### src/rtl/if_id_queue.sv
// Fetch-to-decode decoupling queue: DEPTH-entry in-order circular buffer of {inst, pc}, dropped wholesale on flush.
// Latency: an entry pushed at edge N is at the head from cycle N+1 (no bypass).
// Backpressure: in_ready depends only on occupancy (low when full), never on out_ready.
module if_id_queue #(
  parameter int                DEPTH    = 2,
  parameter int                INST_W   = 32,
  parameter int                PC_W     = 64,
  parameter logic [INST_W-1:0] NOP_INST = 'h00000013
) (
  input  logic                       clk,
  input  logic                       rst,
  input  logic                       in_valid,
  output logic                       in_ready,
  input  logic [INST_W-1:0]          in_inst,
  input  logic [PC_W-1:0]            in_pc,
  input  logic                       flush,
  output logic                       out_valid,
  input  logic                       out_ready,
  output logic [INST_W-1:0]          out_inst,
  output logic [PC_W-1:0]            out_pc,
  output logic [$clog2(DEPTH):0]     count
);

  localparam int PTR_W = $clog2(DEPTH);
  localparam int CNT_W = PTR_W + 1;

  logic [INST_W-1:0] inst_mem [DEPTH];
  logic [PC_W-1:0]   pc_mem   [DEPTH];
  logic [PTR_W-1:0]  wr_ptr;
  logic [PTR_W-1:0]  rd_ptr;
  logic              push;
  logic              pop;

  assign in_ready  = (count != CNT_W'(DEPTH));
  assign out_valid = (count != '0);
  assign push      = in_valid & in_ready & ~flush;
  assign pop       = out_valid & out_ready & ~flush;

  // Empty queue presents a harmless NOP so decode never sees stale storage.
  assign out_inst = out_valid ? inst_mem[rd_ptr] : NOP_INST;
  assign out_pc   = out_valid ? pc_mem[rd_ptr]   : '0;

  always_ff @(posedge clk) begin
    if (rst) begin
      count  <= '0;
      wr_ptr <= '0;
      rd_ptr <= '0;
    end else if (flush) begin
      count  <= '0;
      wr_ptr <= '0;
      rd_ptr <= '0;
    end else begin
      // DEPTH is a power of two, so pointer overflow is the wrap.
      if (push) wr_ptr <= wr_ptr + 1'b1;
      if (pop)  rd_ptr <= rd_ptr + 1'b1;
      count <= count + CNT_W'(push) - CNT_W'(pop);
    end
  end

  always_ff @(posedge clk) begin
    if (push && !rst) begin
      inst_mem[wr_ptr] <= in_inst;
      pc_mem[wr_ptr]   <= in_pc;
    end
  end

endmodule

### config.mk
export PLATFORM = sky130hd
export DESIGN_NAME = if_id_queue
export DESIGN_NICKNAME = d
export VERILOG_FILES = /design/src/rtl/if_id_queue.sv
export SDC_FILE = /design/constraint.sdc
export NUM_CORES = 1
export LEC_CHECK = 0
export BUFFER_PORTS_ARGS = -buffer_cell sky130_fd_sc_hd__buf_4
export CORE_UTILIZATION = 50
export DETAILED_ROUTE_END_ITERATION = 10
export PLACE_DENSITY = 0.76
export SYNTH_ARGS = -nofsm -noshare
export SYNTH_HDL_FRONTEND = slang
export SYNTH_SLANG_ARGS = --single-unit
### constraint.sdc
create_clock -name clk -period 14.9 [get_ports clk]
set_input_delay 2.98 -clock clk [delete_from_list [all_inputs] [get_ports clk]]
set_output_delay 2.98 -clock clk [all_outputs]
set_load 0.05 [all_outputs]
==> results of run 1 <==
[routing by layer]
metal	wire length, um	part of all wire
met1	5960	0.41
met2	7090	0.49
met3	1180	0.082
met4	232	0.016
met5	0	0
[power breakdown]
group          switching [mW]  internal (mW)
Combinational          0.0579         0.0345
Clock                   0.189          0.314
Sequential            0.00373          0.620
[registers in the layout, summed over array words and instances, names as in the netlist, named ones only]
| signal | count |
|---|---|
| rd_ptr | 1 |
| count | 2 |
| pc_mem | 128 |
| inst_mem | 64 |
| wr_ptr | 1 |
[synthesized netlist by cell type (all sizes together) (2+ instances only)]
master	n	area (sq um)
dfxtp	5	100
nor2	97	367
inv	2	7.51
and2	2	12.5
ha	2	25.0
nor3	2	10.0
nand2	5	18.8
xnor2	2	17.5
buf	20	170
edfxtp	192	5770
mux2i	97	971
[cell type report]
class / instances / area share
clock inverter: 13 / 0.0237
inverter: 2 / 0.000768
sequential: 197 / 0.600
tap: 184 / 0.0235
multi-input combinational: 213 / 0.151
clock buffer: 18 / 0.0439
timing repair buffer: 204 / 0.157
[worst register-to-register path, delay by kind of cell (launching register included)]
kind | cells | cell delay (ns)
buf+inv | 1 | 0.91
simple gates | 3 | 0.80
flops | 1 | 0.47
[kinds of logic (layout without fill, tap and decap cells)]
family | count (synthesis) | in the layout | share of synthesized area
flops | 197 | 197 | 0.781
simple gates | 110 | 110 | 0.0580
mux | 97 | 97 | 0.129
buf+inv | 23 | 237 | 0.0242
xor+xnor | 3 | 3 | 0.00350
fa+ha+maj | 2 | 2 | 0.00333
compound gates | 1 | 1 | 0.000666
[worst min-delay path by stage]
stage	cells past startpoint	to	slack, ns
finish	2	wr_ptr	0.49
global route	2	wr_ptr	0.53
CTS	2	wr_ptr	0.49
detailed placement	2	wr_ptr	0.48
global placement	2	wr_ptr	0.46
floorplan	2	wr_ptr	0.44
[through the flow]
step	utilization	cells	power [mW]
after detailed placement	0.625	800	0.728
final	0.670	831	1.22
after floorplan	-	433	0.686
after global routing	0.670	831	1.25
after global placement	0.625	800	0.725
after CTS	0.670	831	1.23
==> results.toml, run 1 <==
[worst_setup_path]
crit_path_max_cell_delay_ns = 0.90
r2r_startpoint = "count[0]"
rr_worst_depth = 4
buffer_and_inverter_count_on_the_worst_path = 2
end_kind = "output port"
startpoint_type = "register"
timing.reg2reg.setup_slack_ns = 12.28
required_ns = 11.92
critical-path-slowest-cell = "sky130_fd_sc_hd__dfxtp_4"
critical_path_depth = 4
worst-setup-path-type = "register to output port"
critPathMaxFanout = 49
endpoint = "out_inst[24]"
r2r_end = "pc_mem[0][45]"
path_delay_family = "buffers and inverters"
crit_path_frequent_cell = "sky130_fd_sc_hd__buf_4"
timing.critical_path.arrival_ns = 2.78
crit_chain = "buf_4 -> mux2i_1 -> nor2_1 -> buf_4"

[cells_and_area]
filler_cell_count = 1041
multi_input_area_sq_um = 1480
layout.cells.most_common_list = "204 x sky130_fd_sc_hd__buf_4, 192 x sky130_fd_sc_hd__edfxtp_1, 97 x sky130_fd_sc_hd__mux2i_1, 95 x sky130_fd_sc_hd__nor2_1, 17 x sky130_fd_sc_hd__clkbuf_16"
syn_to_final_growth_pct = 30.2
drive_above_1_share = 0.366
finalInstanceArea_sq_um = 9780
antenna_cells_inserted = 0
most_frequent_standard_cell_in_the_layout_excluding_fill_and_tap_cells = "sky130_fd_sc_hd__buf_4"
finalNetCount = 738
seqCellArea_sq_um = 5870

[clock_tree]
post_cts_repair_setup_buffers = 0
clk_pin_slew_worst_paths_ns = 0.07
cts-hold-fix-buffers = 0
clock_latency_ns = 0.43
cts_inserted_buffers = 17
cts_max_path_buffers = 2
post_cts_resized = 0
cts_tree = "built"
cts.sinks = 197
cts_root_buf = "sky130_fd_sc_hd__clkbuf_16"
h-tree-depth = 4

[yosys]
ys.flop_type = "sky130_fd_sc_hd__edfxtp_1"
mappedNetlistNets = 536
synth-seq-area-share = 0.781
mappedNetlistArea_sq_um = 7510
syn_inst = 433
synth_cell_types = 23
post_synth.cell_area_avg_sq_um = 17.3
yosys_synthesis_warning_count = 0
asyncSetResetFlopFracSynth = 0
yosys_register_bits = 197
number_of_flops_mapped_to_enable_cells_by_yosys = 192

[sta]
worst_pin_slew_ns = 1.10
clock_skews_ns = 0.00974
fin_hold_ws_ns = 0.492
report.final.setup_viol = 0
fin_crit_ns = 5.76
timing.setup.tns_ns = 0
unrepaired_setup_endpoints_after_global_routing = "false"
period_share = 0.387
report.final.slew_viol_count = 0
timing.final.ws_setup_ns = 9.14
max_freq_ghz = 0.173
worst_slew_margin_rel = 0.266
report.final.hold_viol_count = 0

[routing]
postRouteAntennaNets = 0
drt_first_iter_violations = 376
first_pass_iters = 6
post_drt_via_cell_ratio = 5.14
drt-wirelength-per-cell_um = 17.4
remaining_drc_errors = 0
detailroute.via_count = 4273
drt-total-wl_um = 14500

[status]
status = "finished, final reports clean"

[floorplan]
die-area_sq_um = 15500
die_x_um = 125
row_count = 44
design.core.area_sq_um = 14600
die_y_um = 125
initial_utilization = 0.515
ioPinCount = 201

[placement]
preCtsSetupSlack_ns = 9.55
dp.final_hpwl_um = 9160
placed_cell_area_sq_um = 9120
gp_congestion = 0.786
io_buffer_count = 200

[hold_path]
hold_path.startpoint = "wr_ptr"
worstHoldPathType = "register to register"

[power]
vdd_drop_max_mv = 0.0857
leakagePower_nw = 3.54
power_density_nw_per_um2 = 125

[grt]
grtUsageMet3 = 0.0657
grtUsageMet1 = 0.233
gr-usage-all-layers = 0.187
grt.overflow.total = 0
pin_count_of_the_biggest_net_entering_global_routing = 81
globalRouteMet2Util = 0.296
grt_first_pass_wirelength_um = 21700
first_global_vias = 4203
busiest_layer = "met2"
antenna_found_initial = 0

[run]
cap_viol_max_count = 0
Power figures use the tool's default switching activity.
==> run 2: changes to the inputs <==
Settings changed: CORE_UTILIZATION 50 to 47, PLACE_DENSITY 0.76 to 0.75.
Clock period 14.9 ns to 5.1 ns, I/O delays scaled along.
==> results.toml, run 2 (synthesis gave the netlist of run 1 again) <==
[routing]
detailroute.via_count = 4312
first_pass_iters = 4
remaining_drc_errors = 0
drt_first_iter_violations = 294
postRouteAntennaNets = 0
drt-total-wl_um = 14600
post_drt_via_cell_ratio = 5.01
drt-wirelength-per-cell_um = 16.9

[power]
sw_frac_of_total = 0.209
total_power_mw = 3.51
switchingPower_mw = 0.735
share_seq_of_total_power = 0.518
power.share.clock = 0.404
power_frac_comb = 0.078
vdd_drop_max_mv = 0.224
intPower_mw = 2.78
leakagePower_nw = 3.54
power_density_nw_per_um2 = 358

[sta]
unrepaired_setup_endpoints_after_global_routing = "false"
worst_pin_slew_ns = 1.02
clock_skews_ns = 0.0171
report.final.hold_viol_count = 0
report.final.slew_viol_count = 0
timing.setup.tns_ns = 0
period_share = 0.693
max_freq_ghz = 0.283
report.final.setup_viol = 0
worst_slew_margin_rel = 0.319
fin_crit_ns = 3.53
fin_hold_ws_ns = 0.500

[clock_tree]
post_cts_repair_setup_buffers = 0
cts_root_buf = "sky130_fd_sc_hd__clkbuf_16"
cts_tree = "built"
cts.sinks = 197
post_cts_resized = 0
cts_inserted_buffers = 17
clock_latency_ns = 0.43
cts-hold-fix-buffers = 0
clk_pin_slew_worst_paths_ns = 0.07
h-tree-depth = 4
cts_max_path_buffers = 2

[grt]
antenna_found_initial = 0
first_global_vias = 4290
gr-usage-all-layers = 0.177
pin_count_of_the_biggest_net_entering_global_routing = 85
grt.overflow.total = 0
grt_first_pass_wirelength_um = 21500

[placement]
dp.final_hpwl_um = 9620
gp_congestion = 0.737
placed_cells = 829
io_buffer_count = 200

[status]
status = "finished, final reports clean"

[cells_and_area]
finalNetCount = 740
drive_above_1_share = 0.368
top_register = "pc_mem"
antenna_cells_inserted = 0
top_regs = "pc_mem: 128 flops, inst_mem: 64 flops, count: 2 flops"
layout.cells.most_common_list = "205 x sky130_fd_sc_hd__buf_4, 192 x sky130_fd_sc_hd__edfxtp_1, 97 x sky130_fd_sc_hd__mux2i_1, 95 x sky130_fd_sc_hd__nor2_1, 17 x sky130_fd_sc_hd__clkbuf_16"
filler_cell_count = 1101
stdcell_count = 860
final_core_utilization = 0.638
syn_to_final_growth_pct = 30.6
most_frequent_standard_cell_in_the_layout_excluding_fill_and_tap_cells = "sky130_fd_sc_hd__buf_4"
largest_reg_flops = 128

[worst_setup_path]
crit_path_frequent_cell = "sky130_fd_sc_hd__buf_4"
worst-setup-path-type = "register to output port"
timing.critical_path.arrival_ns = 2.51
end_kind = "output port"
r2r_startpoint = "count[0]"
crit_path_max_cell_delay_ns = 0.95
r2r_end = "pc_mem[1][24]"
critical-path-slowest-cell = "sky130_fd_sc_hd__dfxtp_4"
critPathMaxFanout = 55
startpoint_type = "register"
crit_chain = "buf_4 -> mux2i_1 -> nor2_1 -> buf_4"
required_ns = 4.08
endpoint = "out_pc[15]"
timing.reg2reg.setup_slack_ns = 2.67
rr_worst_depth = 3

[floorplan]
die_y_um = 128
initial_utilization = 0.489
ioPinCount = 201
design.core.area_sq_um = 15400
row_count = 45
die-area_sq_um = 16500
die_x_um = 128

[hold_path]
worstHoldPathType = "register to register"

[run]
cap_viol_max_count = 0
-- run 2: cell types whose count changed in the layout (fill, tap and decap cells not counted), sizes merged --
cell	change
inv	+2
buf	+2
clkbuf	-1
bufinv	-1
-- run 2: cell type report --
class / count / area, sq um / area share
clock buffer: 17 / 425 / 0.0434
clock inverter: 14 / 206 / 0.0210
inverter: 2 / 7.51 / 0.000765
multi-input combinational: 213 / 1480 / 0.151
sequential: 197 / 5870 / 0.598
tap: 211 / 264 / 0.0269
timing repair buffer: 206 / 1560 / 0.159
-- run 2: how the worst min path moves through the flow --
| stage | slack [ns] | depth (start not counted) | start | to |
|---|---|---|---|---|
| after detailed placement | 0.49 | 2 | wr_ptr | wr_ptr |
| after global placement | 0.46 | 2 | wr_ptr | wr_ptr |
| after global routing | 0.53 | 2 | wr_ptr | wr_ptr |
| after CTS | 0.50 | 2 | wr_ptr | wr_ptr |
| after floorplan | 0.44 | 2 | wr_ptr | wr_ptr |
| final | 0.50 | 2 | wr_ptr | wr_ptr |
-- run 2: through the flow --
stage / area, sq um / setup WS [ns]
after detailed placement: 9180 / 1.93
after CTS: 9810 / 1.54
final: 9810 / 1.57
after floorplan: 7510 / 0.721
after global placement: 9180 / 1.99
after global routing: 9810 / 1.42
-- run 2: power groups by stage --
stage	sequential (mW)	clock (mW)	combinational [mW]
after detailed placement	1.86	0	0.274
after global routing	1.82	1.51	0.287
final	1.82	1.42	0.272
after CTS	1.82	1.45	0.275
after global placement	1.85	0	0.268
after floorplan	1.86	0	0.148
-- run 2: critical path, delay by kind of cell, from the launching register on --
| family | cells | cell delay, ns |
|---|---|---|
| DFF | 1 | 0.95 |
| buffers and inverters | 2 | 0.70 |
| muxes | 1 | 0.26 |
| and+or+nand+nor | 1 | 0.07 |
-- run 2: layer usage --
metal | track usage | routed length (um)
met5 | 0 | 0
met4 | 0.0789 | 196
met3 | 0.0586 | 1190
met2 | 0.290 | 7260
met1 | 0.216 | 5930
==> run 3: changes to the inputs <==
Settings changed: ABC_AREA set to 1, CORE_UTILIZATION 47 to 50, PLACE_DENSITY 0.75 to 0.77.
Clock period 5.1 ns to 3.4 ns, I/O delays scaled along.
==> results.toml, run 3 <==
[grt]
pin_count_of_the_biggest_net_entering_global_routing = 67
globalRouteMet2Util = 0.338
grtUsageMet1 = 0.247
grtUsageMet3 = 0.0723
busiest_layer = "met2"
grt.overflow.total = 0
gr-usage-all-layers = 0.205
first_global_vias = 4645
grt_first_pass_wirelength_um = 23000
antenna_found_initial = 0

[routing]
postRouteAntennaNets = 0
post_drt_via_cell_ratio = 5.12
first_pass_iters = 4
detailroute.via_count = 4841
drt-total-wl_um = 15500
remaining_drc_errors = 0
drt-wirelength-per-cell_um = 16.4
drt_first_iter_violations = 381

[sta]
fin_crit_ns = 2.93
report.final.hold_viol_count = 0
worst_slew_margin_rel = 0.527
report.final.setup_viol = 0
timing.final.ws_setup_ns = 0.468
worst_pin_slew_ns = 0.709
clock_skews_ns = 0.00397
unrepaired_setup_endpoints_after_global_routing = "false"
max_freq_ghz = 0.341
report.final.slew_viol_count = 0
period_share = 0.862

[worst_setup_path]
critPathMaxFanout = 66
end_kind = "output port"
timing.reg2reg.setup_slack_ns = 1.40
timing.critical_path.arrival_ns = 2.25
startpoint_type = "register"
required_ns = 2.72
worst-setup-path-type = "register to output port"

[clock_tree]
clock_latency_ns = 0.43
post_cts_resized = 0
cts_tree = "built"
cts_max_path_buffers = 2
h-tree-depth = 4
clk_pin_slew_worst_paths_ns = 0.07
cts-hold-fix-buffers = 0
post_cts_repair_setup_buffers = 0
cts.sinks = 197
cts_root_buf = "sky130_fd_sc_hd__clkbuf_16"
cts_inserted_buffers = 17

[power]
leakagePower_nw = 3.78
sw_frac_of_total = 0.219
vdd_drop_max_mv = 0.341
power_frac_comb = 0.079
intPower_mw = 3.93
power_density_nw_per_um2 = 519
switchingPower_mw = 1.10
power.share.clock = 0.379
share_seq_of_total_power = 0.542

[cells_and_area]
finalNetCount = 853
filler_cell_count = 1067
antenna_cells_inserted = 0
most_frequent_standard_cell_in_the_layout_excluding_fill_and_tap_cells = "sky130_fd_sc_hd__buf_4"
top_register = "pc_mem"
layout.cells.most_common_list = "206 x sky130_fd_sc_hd__buf_4, 200 x sky130_fd_sc_hd__nand2_1, 192 x sky130_fd_sc_hd__edfxtp_1, 95 x sky130_fd_sc_hd__a21oi_1, 17 x sky130_fd_sc_hd__clkbuf_16"
top_regs = "pc_mem: 128 flops, inst_mem: 64 flops, count: 2 flops"
syn_to_final_growth_pct = 29.6
drive_above_1_share = 0.325
largest_reg_flops = 128
stdcell_count = 946

[yosys]
synth_top_cells_by_area = "sky130_fd_sc_hd__edfxtp_1 77%, sky130_fd_sc_hd__nand2_1 10%, sky130_fd_sc_hd__a21oi_1 6.4%, sky130_fd_sc_hd__dfxtp_1 1.3%, sky130_fd_sc_hd__buf_4 1.1%"
synth_largest_area_cell = "sky130_fd_sc_hd__edfxtp_1"
synth_common_cells = "202 x sky130_fd_sc_hd__nand2_1, 192 x sky130_fd_sc_hd__edfxtp_1, 95 x sky130_fd_sc_hd__a21oi_1, 13 x sky130_fd_sc_hd__buf_2, 11 x sky130_fd_sc_hd__buf_4"
asyncSetResetFlopFracSynth = 0
synth-seq-area-share = 0.786
number_of_flops_mapped_to_enable_cells_by_yosys = 192
mappedNetlistArea_sq_um = 7460
post_synth.cell_area_avg_sq_um = 13.5
syn_inst = 554
mappedNetlistNets = 657
yosys_register_bits = 197
yosys.cell_count.top_type = "sky130_fd_sc_hd__nand2_1"
synth_largest_type_area_fraction = 0.772
synth_cell_types = 14
yosys_synthesis_warning_count = 0
ys.flop_type = "sky130_fd_sc_hd__edfxtp_1"

[placement]
dp.final_hpwl_um = 9880
placed_cells = 915
gp_congestion = 0.748
io_buffer_count = 200
preCtsSetupSlack_ns = 0.903

[floorplan]
die-area_sq_um = 15400
design.core.area_sq_um = 14500
die_y_um = 124
initial_utilization = 0.514
die_x_um = 124
row_count = 44
ioPinCount = 201

[status]
status = "finished, final reports clean"

[run]
cap_viol_max_count = 0

[hold_path]
worstHoldPathType = "input pin to register"
-- run 3: critical path, cell delays in order, from the launching register on --
cell	delay (ns)
sky130_fd_sc_hd__dfxtp_4	0.57
sky130_fd_sc_hd__buf_4	0.63
sky130_fd_sc_hd__nand2_1	0.13
sky130_fd_sc_hd__a21oi_1	0.22
sky130_fd_sc_hd__buf_4	0.23
-- run 3: through the flow --
step	power (mW)	utilization	setup TNS [ns]	area, sq um	hold slack (ns)
2_1_floorplan	2.99	-	-22.80	7510	0.467
3_3_place_gp	3.16	0.627	0	9110	0.476
3_5_place_dp	3.18	0.627	0	9110	0.495
4_1_cts	5.05	0.666	0	9680	0.417
5_1_grt	5.16	0.666	0	9680	0.417
6_report	5.02	0.666	0	9680	0.434
-- run 3: layer usage --
layer | part of all wire | wire length, um | up-vias
met5 | 0 | 0 | -
met4 | 0.018 | 286 | 0
met3 | 0.11 | 1640 | 23
met2 | 0.50 | 7760 | 215
met1 | 0.38 | 5850 | 2277
li1 | - | - | 2326
-- run 3: area by class of cell --
cell class | count | area [sq um] | area share
clock inverter | 14 | 139 | 0.0144
tap | 184 | 230 | 0.0238
multi-input combinational | 315 | 1370 | 0.142
inverter | 11 | 51.3 | 0.00530
clock buffer | 17 | 425 | 0.0440
sequential | 197 | 5870 | 0.607
timing repair buffer | 208 | 1590 | 0.164
-- run 3: logic make-up after synthesis --
group	share of synthesized area
and+or+nand+nor	0.111
DFF	0.786
AOI/OAI and AO/OA	0.0637
buffers and inverters	0.0362
adders and majority gates	0.00335
-- run 3: worst paths after layout --
check	from	endpoint	depth (start not counted)
min reg2reg	rd_ptr	rd_ptr	2
max	register	out_pc[41]	4
max reg2reg	count[1]	count[1]	9
min	in_inst[21]	inst_mem[1][21]	1
-- run 3: power by group through the flow --
stage / combinational, mW / sequential, mW / clock (mW)
final: 0.398 / 2.72 / 1.90
after global routing: 0.424 / 2.72 / 2.01
after CTS: 0.402 / 2.72 / 1.92
after detailed placement: 0.400 / 2.78 / 0
after global placement: 0.390 / 2.77 / 0
after floorplan: 0.211 / 2.78 / 0
